--- src/rtl/pomo_pkg.sv ---
// Shared types and elaboration-time helpers for the Pomodoro sequencer.
// Durations become BCD constants here, so the datapath never converts binary to BCD.
package pomo_pkg;

    typedef enum logic [1:0] {
        StIdle    = 2'd0,
        StRun     = 2'd1,
        StPause   = 2'd2,
        StExpired = 2'd3
    } state_e;

    typedef enum logic [1:0] {
        PhWork  = 2'd0,
        PhShort = 2'd1,
        PhLong  = 2'd2
    } phase_e;

    function automatic logic [7:0] to_bcd8(input int unsigned v);
        return {4'((v / 10) % 10), 4'(v % 10)};
    endfunction

    // Index 3 is the unused phase code; it maps to 00 minutes.
    function automatic logic [3:0][7:0] dur_lut(input int unsigned work_min,
                                                input int unsigned short_min,
                                                input int unsigned long_min);
        return {8'h00, to_bcd8(long_min), to_bcd8(short_min), to_bcd8(work_min)};
    endfunction

    function automatic logic [7:0] bcd8_dec(input logic [7:0] v);
        if (v[3:0] == 4'd0) begin
            return {v[7:4] - 4'd1, 4'd9};
        end
        return {v[7:4], v[3:0] - 4'd1};
    endfunction

endpackage

--- src/rtl/bcd_mmss_down.sv ---
// Two-digit BCD mm:ss down counter with a parallel load of mm:00.
module bcd_mmss_down
    import pomo_pkg::*;
#(
    parameter logic [7:0] RST_MIN = 8'h25
) (
    input  logic       clk,
    input  logic       rst,
    input  logic       load,
    input  logic [7:0] load_min,
    input  logic       dec,
    output logic [7:0] min_bcd,
    output logic [7:0] sec_bcd,
    output logic       zero_next
);

    logic [7:0] r_min;
    logic [7:0] r_sec;
    logic [7:0] w_min_nxt;
    logic [7:0] w_sec_nxt;

    always_comb begin
        w_min_nxt = r_min;
        w_sec_nxt = r_sec;
        if (load) begin
            w_min_nxt = load_min;
            w_sec_nxt = 8'h00;
        end else if (dec) begin
            if (r_sec == 8'h00) begin
                w_sec_nxt = 8'h59;
                w_min_nxt = bcd8_dec(r_min);
            end else begin
                w_sec_nxt = bcd8_dec(r_sec);
            end
        end
    end

    always_ff @(posedge clk or posedge rst) begin
        if (rst) begin
            r_min <= RST_MIN;
            r_sec <= 8'h00;
        end else begin
            r_min <= w_min_nxt;
            r_sec <= w_sec_nxt;
        end
    end

    assign min_bcd   = r_min;
    assign sec_bcd   = r_sec;
    assign zero_next = (r_min == 8'h00) && (r_sec == 8'h01);

endmodule

--- src/rtl/pomo_sequencer.sv ---
// Pomodoro work/short/long break sequencer: 1 s prescaler, BCD countdown, pause,
// expiry alarm and display blink request.
module pomo_sequencer
    import pomo_pkg::*;
#(
    parameter int unsigned CLK_HZ     = 100_000_000,
    parameter int unsigned WORK_MIN   = 25,
    parameter int unsigned SHORT_MIN  = 5,
    parameter int unsigned LONG_MIN   = 15,
    parameter int unsigned LONG_EVERY = 4,
    parameter int unsigned BLINK_HZ   = 2,
    parameter int unsigned ALARM_SEC  = 10
) (
    input  logic       clk,
    input  logic       rst,
    input  logic       lever,
    output logic [7:0] min_bcd,
    output logic [7:0] sec_bcd,
    output logic       blink_7sd,
    output logic [1:0] phase,
    output logic       running,
    output logic       alarm,
    output logic [3:0] done_cnt
);

    localparam int unsigned PW       = (CLK_HZ > 1) ? $clog2(CLK_HZ) : 1;
    localparam logic [PW-1:0] PRE_TC = PW'(CLK_HZ - 1);
    localparam int unsigned BLINK_P  = (CLK_HZ / (2 * BLINK_HZ) > 0) ? CLK_HZ / (2 * BLINK_HZ) : 1;
    localparam int unsigned BW       = (BLINK_P > 1) ? $clog2(BLINK_P) : 1;
    localparam logic [BW-1:0] BLINK_TC = BW'(BLINK_P - 1);
    localparam logic [3:0][7:0] DUR_LUT = dur_lut(WORK_MIN, SHORT_MIN, LONG_MIN);
    localparam logic [3:0] LONG_N   = 4'(LONG_EVERY);
    localparam logic [7:0] ALARM_N  = 8'(ALARM_SEC);

    state_e        r_state, w_state_nxt;
    phase_e        r_phase, w_phase_nxt;
    logic [3:0]    r_done, w_done_nxt;
    logic [PW-1:0] r_pre, w_pre_nxt;
    logic [BW-1:0] r_div, w_div_nxt;
    logic          r_blink, w_blink_nxt;
    logic          r_alarm, w_alarm_nxt;
    logic [7:0]    r_acnt, w_acnt_nxt;

    logic          w_tc;
    logic          w_load;
    logic          w_dec;
    logic          w_zero_next;
    logic [7:0]    w_load_min;
    logic          w_div_wrap;
    logic [BW-1:0] w_div_run;
    logic          w_blink_run;
    logic [PW-1:0] w_pre_run;

    assign w_tc        = (r_pre == PRE_TC);
    assign w_pre_run   = w_tc ? '0 : r_pre + PW'(1);
    assign w_div_wrap  = (r_div == BLINK_TC);
    assign w_div_run   = w_div_wrap ? '0 : r_div + BW'(1);
    assign w_blink_run = r_blink ^ w_div_wrap;
    assign w_load_min  = DUR_LUT[w_phase_nxt];

    // Blink divider defaults to cleared so IDLE and RUN always hold it at zero.
    always_comb begin
        w_state_nxt = r_state;
        w_phase_nxt = r_phase;
        w_done_nxt  = r_done;
        w_pre_nxt   = r_pre;
        w_div_nxt   = '0;
        w_blink_nxt = 1'b0;
        w_alarm_nxt = r_alarm;
        w_acnt_nxt  = r_acnt;
        w_load      = 1'b0;
        w_dec       = 1'b0;
        unique case (r_state)
            StIdle: begin
                if (lever) begin
                    w_state_nxt = StRun;
                    w_pre_nxt   = '0;
                end
            end
            StRun: begin
                // An expiring tick beats a simultaneous lever; otherwise the lever wins.
                if (w_tc && w_zero_next) begin
                    w_state_nxt = StExpired;
                    w_dec       = 1'b1;
                    w_pre_nxt   = '0;
                    w_alarm_nxt = (ALARM_N != 8'd0);
                    w_acnt_nxt  = 8'd0;
                    if (r_phase == PhWork) begin
                        w_done_nxt = r_done + 4'd1;
                    end
                end else if (lever) begin
                    w_state_nxt = StPause;
                end else begin
                    w_dec     = w_tc;
                    w_pre_nxt = w_pre_run;
                end
            end
            StPause: begin
                if (lever) begin
                    w_state_nxt = StRun;
                end else begin
                    w_div_nxt   = w_div_run;
                    w_blink_nxt = w_blink_run;
                end
            end
            StExpired: begin
                if (lever) begin
                    w_state_nxt = StIdle;
                    w_alarm_nxt = 1'b0;
                    w_pre_nxt   = '0;
                    w_load      = 1'b1;
                    if (r_phase == PhWork && r_done == LONG_N) begin
                        w_phase_nxt = PhLong;
                        w_done_nxt  = 4'd0;
                    end else if (r_phase == PhWork) begin
                        w_phase_nxt = PhShort;
                    end else begin
                        w_phase_nxt = PhWork;
                    end
                end else begin
                    w_pre_nxt   = w_pre_run;
                    w_div_nxt   = w_div_run;
                    w_blink_nxt = w_blink_run;
                    if (r_alarm && w_tc) begin
                        w_acnt_nxt = r_acnt + 8'd1;
                        if (r_acnt + 8'd1 == ALARM_N) begin
                            w_alarm_nxt = 1'b0;
                        end
                    end
                end
            end
            default: w_state_nxt = StIdle;
        endcase
    end

    always_ff @(posedge clk or posedge rst) begin
        if (rst) begin
            r_state <= StIdle;
            r_phase <= PhWork;
            r_done  <= 4'd0;
            r_pre   <= '0;
            r_div   <= '0;
            r_blink <= 1'b0;
            r_alarm <= 1'b0;
            r_acnt  <= 8'd0;
        end else begin
            r_state <= w_state_nxt;
            r_phase <= w_phase_nxt;
            r_done  <= w_done_nxt;
            r_pre   <= w_pre_nxt;
            r_div   <= w_div_nxt;
            r_blink <= w_blink_nxt;
            r_alarm <= w_alarm_nxt;
            r_acnt  <= w_acnt_nxt;
        end
    end

    bcd_mmss_down #(
        .RST_MIN(DUR_LUT[PhWork])
    ) u_mmss (
        .clk      (clk),
        .rst      (rst),
        .load     (w_load),
        .load_min (w_load_min),
        .dec      (w_dec),
        .min_bcd  (min_bcd),
        .sec_bcd  (sec_bcd),
        .zero_next(w_zero_next)
    );

    assign blink_7sd = r_blink;
    assign phase     = r_phase;
    assign running   = (r_state == StRun);
    assign alarm     = r_alarm;
    assign done_cnt  = r_done;

endmodule

--- config.mk ---
export PLATFORM = sky130hd
export DESIGN_NAME = pomo_sequencer
export DESIGN_NICKNAME = d
export VERILOG_FILES = /design/src/rtl/pomo_pkg.sv /design/src/rtl/bcd_mmss_down.sv /design/src/rtl/pomo_sequencer.sv
export SDC_FILE = /design/constraint.sdc
export NUM_CORES = 1
export LEC_CHECK = 0
export CORE_UTILIZATION = 65
export DETAILED_ROUTE_END_ITERATION = 10
export GPL_ROUTABILITY_DRIVEN = 0
export PLACE_DENSITY = 0.86
export SYNTH_ARGS = -nofsm -noshare
export SYNTH_HDL_FRONTEND = slang
export SYNTH_SLANG_ARGS = --single-unit
--- constraint.sdc ---
create_clock -name clk -period 7.3 [get_ports clk]
set_input_delay 1.46 -clock clk [delete_from_list [all_inputs] [get_ports clk]]
set_output_delay 1.46 -clock clk [all_outputs]
set_load 0.005 [all_outputs]
======== Word-level counts from Yosys, hierarchy flattened ========
Cells that the tools add are included.
word-level totals
  logic and storage cells ................. 127
  flip-flop bits (word level) ............. 86
  input bits .............................. 3
  output and inout port bits .............. 25
cells by class
  eq/ne operators ......................... 20
  add/sub/neg operators ................... 8
  $lt $le $gt $ge ......................... 1
  multiplexer cells ....................... 59
  reduce and logical (&&, ||, !) cells .... 26
  bitwise operators ....................... 1
operator list
  operator                 count
  $mux W27                 5
  $mux W8                  14
  $pmux W27 S3             1
  $mux W25                 3
  $add A27 B1 Y27 const B  1
  $eq A27 B27 Y1 const B   1
  $add A25 B1 Y25 const B  1
  $eq A25 B25 Y1 const B   1
  $mux W1                  20
  $bmux W8 S2              1
  $logic_not A8 Y1         2
  $mux W4                  4
  $pmux W8 S2              1
  $sub A4 B1 Y4 const B    4
  $mux W2                  7
  $ne A2 B2 Y1 const B     5
  $reduce_and A3 Y1        3
  $add A8 B1 Y8 const B    1
  $eq A8 B1 Y1 const B     1
  $eq A8 B4 Y1 const B     1
  $logic_not A4 Y1         2
  $pmux W4 S2              1
  $reduce_and A4 Y1        2
  $reduce_bool A2 Y1       4
  17 further kinds         29

======== Longest topological paths before layout ========
  depth after elaboration ................. 11
  depth in mapped cells ................... 10
  gate-level depth less buffers ........... 7

======== Modules after synthesis ========
Synthesis repeated with hierarchy kept, for this count alone.
second synthesis, totals
  cells, all modules ...................... 551
  area, all modules ....................... 4994.8 um^2
modules (own cells, without submodules)
  module          area each (um^2)  times used  cells an instance
  pomo_sequencer  3925.0            1           438
  bcd_mmss_down   1069.8            1           113

======== Worst setup path before layout ========
Ideal clock, no wire load.
  kind .................................... input to register
  from .................................... input lever
  to ...................................... register r_pre[21]
  slack ................................... 4.282 ns
  path buffers ............................ 2
  setup time .............................. 0.077 ns
  required time ........................... 7.223 ns
  stages .................................. 7
  arrival time ............................ 2.941 ns
  cells stage by stage .................... nor2b_1 -> or2_2 -> clkbuf_1 -> clkbuf_1 -> nand4_1 -> or3_1 -> a21oi_1
between the ends
  word-level cells in the longest chain between the ends .. 2
  elaborated cells on any way between the ends .. 5
  classes of those cells .................. eq/ne (2); mux (2); reduce/logical (1)
ends and longest elaborated chain
  element                                                             line                   source
  from (decl)                                                         pomo_sequencer.sv:16   input logic lever,
  $ne A3 B2 Y1 (no line), or another cell as far along                n/a
  $reduce_and A3 Y1 (no line) / $pmux W27 S3 (equally long branches)  n/a
  to (signal assigned)                                                pomo_sequencer.sv:150  r_pre <= w_pre_nxt;
  to (decl)                                                           pomo_sequencer.sv:38   logic [PW-1:0] r_pre, w_pre_nxt;
Several ways; a longest one is shown, not always the timed one.
A chain may end at the register's enable or synchronous reset.

======== Worst setup path after layout ========
  from .................................... input lever
  to ...................................... register r_pre[17]
Same word-level chain as after synthesis.

==> summary.md <==
| Metric | Value |
|---|---|
| GRT Util Overall | 27.9% |
| Worst setup margin | 3.09 ns |
| Post-CTS resize count | 0 |
| Pwr Total | 1.18 mW |
| Min Tclk post-route | 4.21 ns |
| Type of origin of the critical path | input pin |
| Crit path kind | input pin to flip-flop |
| Post-DP HPWL | 7580 um |
| Leading post-synthesis cells by cell area | dfrtp_1 41%, xnor2_1 4.4%, nand3_1 4.1% |
| Slew headroom | 29.6% |
| Initial Utilization | 68.0% |
| Mapped Nets | 562 |
| Post-synth EDFFs | 0 |
| Clk_skew | 0.0144 ns |
| Post-Syn Area | 5010 um2 |
| Worst slack, placed | 2.79 ns |
| Clock Path Buffers | 2 |
| Antenna Nets Post-Route | 0 |
| Reg-to-Reg Start | u_mmss.sec_bcd[4] |
| Fillcell total | 523 |
| Worst flop-to-flop path endpoint | r_pre[17] |
| Worst Hold Path EP | done_cnt[3] |
| Number of top-level pins | 28 |
| DRC viols | 0 |
| Tightest Pin Transition | 1.06 ns |
| Hold Buf Count CTS | 0 |
| #FFs+latches synth | 86 |
| FP Rows | 31 |
| Crit. End Element | flip-flop |
| Largest net degree at the start of global routing | 87 |
| Routed vias | 4327 |
| Vias/cell | 6.47 |
| Gr ovfl total | 0 |
| Area grow syn2layout | 10.6% |
| Leak pwr | 2.27 nW |
| Fin crit share | 57.7% |
| Num Clock Sinks | 86 |
| Full die area | 8070 um2 |
| CTS tree | done |
| Share of the synthesized area in the top cell type | 41.4% |
| First DRT Iteration DRCs | 260 |
| Post-synthesis sequential area ratio | 43.0% |
| Status | finished clean |
| Final WL | 11000 um |
| Ys async rst share | 100% |
| Max Freq | 237 MHz |
| Port bufs | 27 |
| R2R Setup Slk | 3.89 ns |
| Setup TNS after final layout | 0 ns |
| Vias in the first global route | 4004 |
| DIE HEIGHT | 89.8 um |
| Worst-Skew Late Latency | 0.36 ns |
| Setup repair after global routing missed its margin | no |
| Commonest register cell after synthesis | dfrtp_1 |
| Clock-pin slew on the worst setup and hold paths | 0.09 ns |
| Core footprint | 7370 um2 |
| Reg2Reg Depth | 7 |
| Endpoints failing hold | 0 |
| Max-slew violation count | 0 |
| Max-cap violations | 0 |
| Critical Path RT | 7.57 ns |
| Die X | 89.8 um |
| Share of cells above drive strength 1 | 7.72% |
| Hold Crit Start | done_cnt[3] |
| Num CTS Buffers | 9 |
| CTS H-tree lvls | 3 |
| Hold Crit Class | flip-flop to flip-flop |
| Avg Synthesized Cell Area | 9.20 um2 |
| Yosys cell types | 59 |
| Post-CTS Setup Bufs | 0 |
| Final setup viols | 0 |
| Worst-path maximum fanout | 26 |
| CTS Root Cell | clkbuf_8 |
| Antenna Cells | 0 |
| Syn Inst Count | 545 |
| PwrDens | 213 nW/um2 |
| Dominant cell type by area after synthesis | dfrtp_1 |
| CP Data Arrival Time | 4.48 ns |
| WHS Path Cells | 1 |
| Antenna violations before repair | 0 |
| First-pass GRT wire length | 18400 um |
| Worst VDD drop | 130 uV |
| Wire per inst | 16.4 um |
| Synth warn | 0 |
| Drt pass-1 iters | 5 |
| Final #Nets | 582 |
## critical path, cell delays in order
cell	delay (ns)
clkdlybuf4s50_1	0.92
nor2b_1	0.46
nand2_1	0.22
a31oi_2	0.85
nor3b_2	0.33
a21oi_1	0.22
## layer usage
metal | vias to the layer above | part of all wire (%) | global-route usage [%]
met4 | 0 | 1.4 | 10.5
met3 | 16 | 4.6 | 4.91
met5 | - | 0 | 0
met2 | 143 | 49 | 45.5
li1 | 2052 | - | -
met1 | 2116 | 45 | 37.5
## cell usage in the layout (no fill, tap or decap), types with 5 or more instances in the layout
master           instances
a211o_1                  5
a21o_1                   6
a21oi_1                 28
and2_1                   5
and3_1                  11
and4_1                   5
clkbuf_8                10
clkdlybuf4s50_1         27
dfrtp_1                 83
ha_1                    14
inv_1                   20
mux2i_1                  9
nand2_1                 40
nand2b_1                 5
nand3_1                 41
nand4_1                 18
nor2_1                  52
nor3_1                  19
nor3b_1                  7
nor4_1                  18
nor4b_1                  5
o21ai_0                 18
o31ai_1                  8
or2_2                    5
or3_1                   10
or4_1                    8
xnor2_1                 25
xor2_1                   6
## cell usage after synthesis, drive strengths merged (8+ instances only)
| master | count |
|---|---|
| dfrtp | 83 |
| nor2 | 52 |
| nand3 | 41 |
| nand2 | 40 |
| a21oi | 28 |
| xnor2 | 25 |
| nor3 | 22 |
| inv | 21 |
| nor4 | 20 |
| nand4 | 19 |
| o21ai | 19 |
| clkbuf | 15 |
| ha | 14 |
| and3 | 11 |
| or3 | 10 |
| or4 | 10 |
| mux2i | 9 |
| nor3b | 8 |
| o31ai | 8 |
## power by group
part / switching [mW] / internal, mW / total [mW]
clock network: 0.184 / 0.173 / 0.357
logic: 0.157 / 0.0975 / 0.255
registers: 0.0589 / 0.513 / 0.571
## flip-flops by register name, indices dropped and copies added (netlist names)
| name | count |
|---|---|
| r_pre | 27 |
| r_div | 25 |
| r_acnt | 8 |
| u_mmss.min_bcd | 8 |
| u_mmss.sec_bcd | 8 |
| done_cnt | 4 |
| phase | 2 |
| r_state | 2 |
| alarm | 1 |
| blink_7sd | 1 |
## kinds of logic after synthesis
group,share of synthesized area (%)
adders and majority gates,3.49
and+or+nand+nor,29.9
muxes,2.70
AOI/OAI and AO/OA,12.2
xor gates and xnor gates,5.42
DFF,43.0
buffers and inverters,3.22
## stage by stage
step	hold slack [ns]	instances	util [%]	instance area, um2
global route	0.537	669	75.2	5550
floorplan	0.476	545	-	5010
finish	0.516	669	75.2	5550
CTS	0.519	669	75.2	5550
global placement	0.484	653	72.4	5330
detailed placement	0.504	653	72.4	5330
## layout make-up
| type | instances | area [um2] | area share [%] |
|---|---|---|---|
| Tap cell | 99 | 124 | 2.23 |
| Clock inverter | 6 | 75.1 | 1.35 |
| Inverter | 21 | 80.1 | 1.44 |
| Clock buffer | 10 | 138 | 2.48 |
| Timing Repair Buffer | 28 | 278 | 5.01 |
| Sequential cell | 86 | 2160 | 38.9 |
| Multi-Input combinational cell | 419 | 2700 | 48.6 |
## how the worst max path moves through the flow
stage,from,end,slack [ns]
after floorplan,rst,alarm,3.62
after global placement,lever,r_pre[5],2.93
after detailed placement,lever,r_pre[17],2.79
after CTS,lever,r_pre[17],3.15
after global routing,lever,r_pre[5],2.82
final,lever,r_pre[17],3.09
No activity file was read; power rests on OpenSTA's default activity.
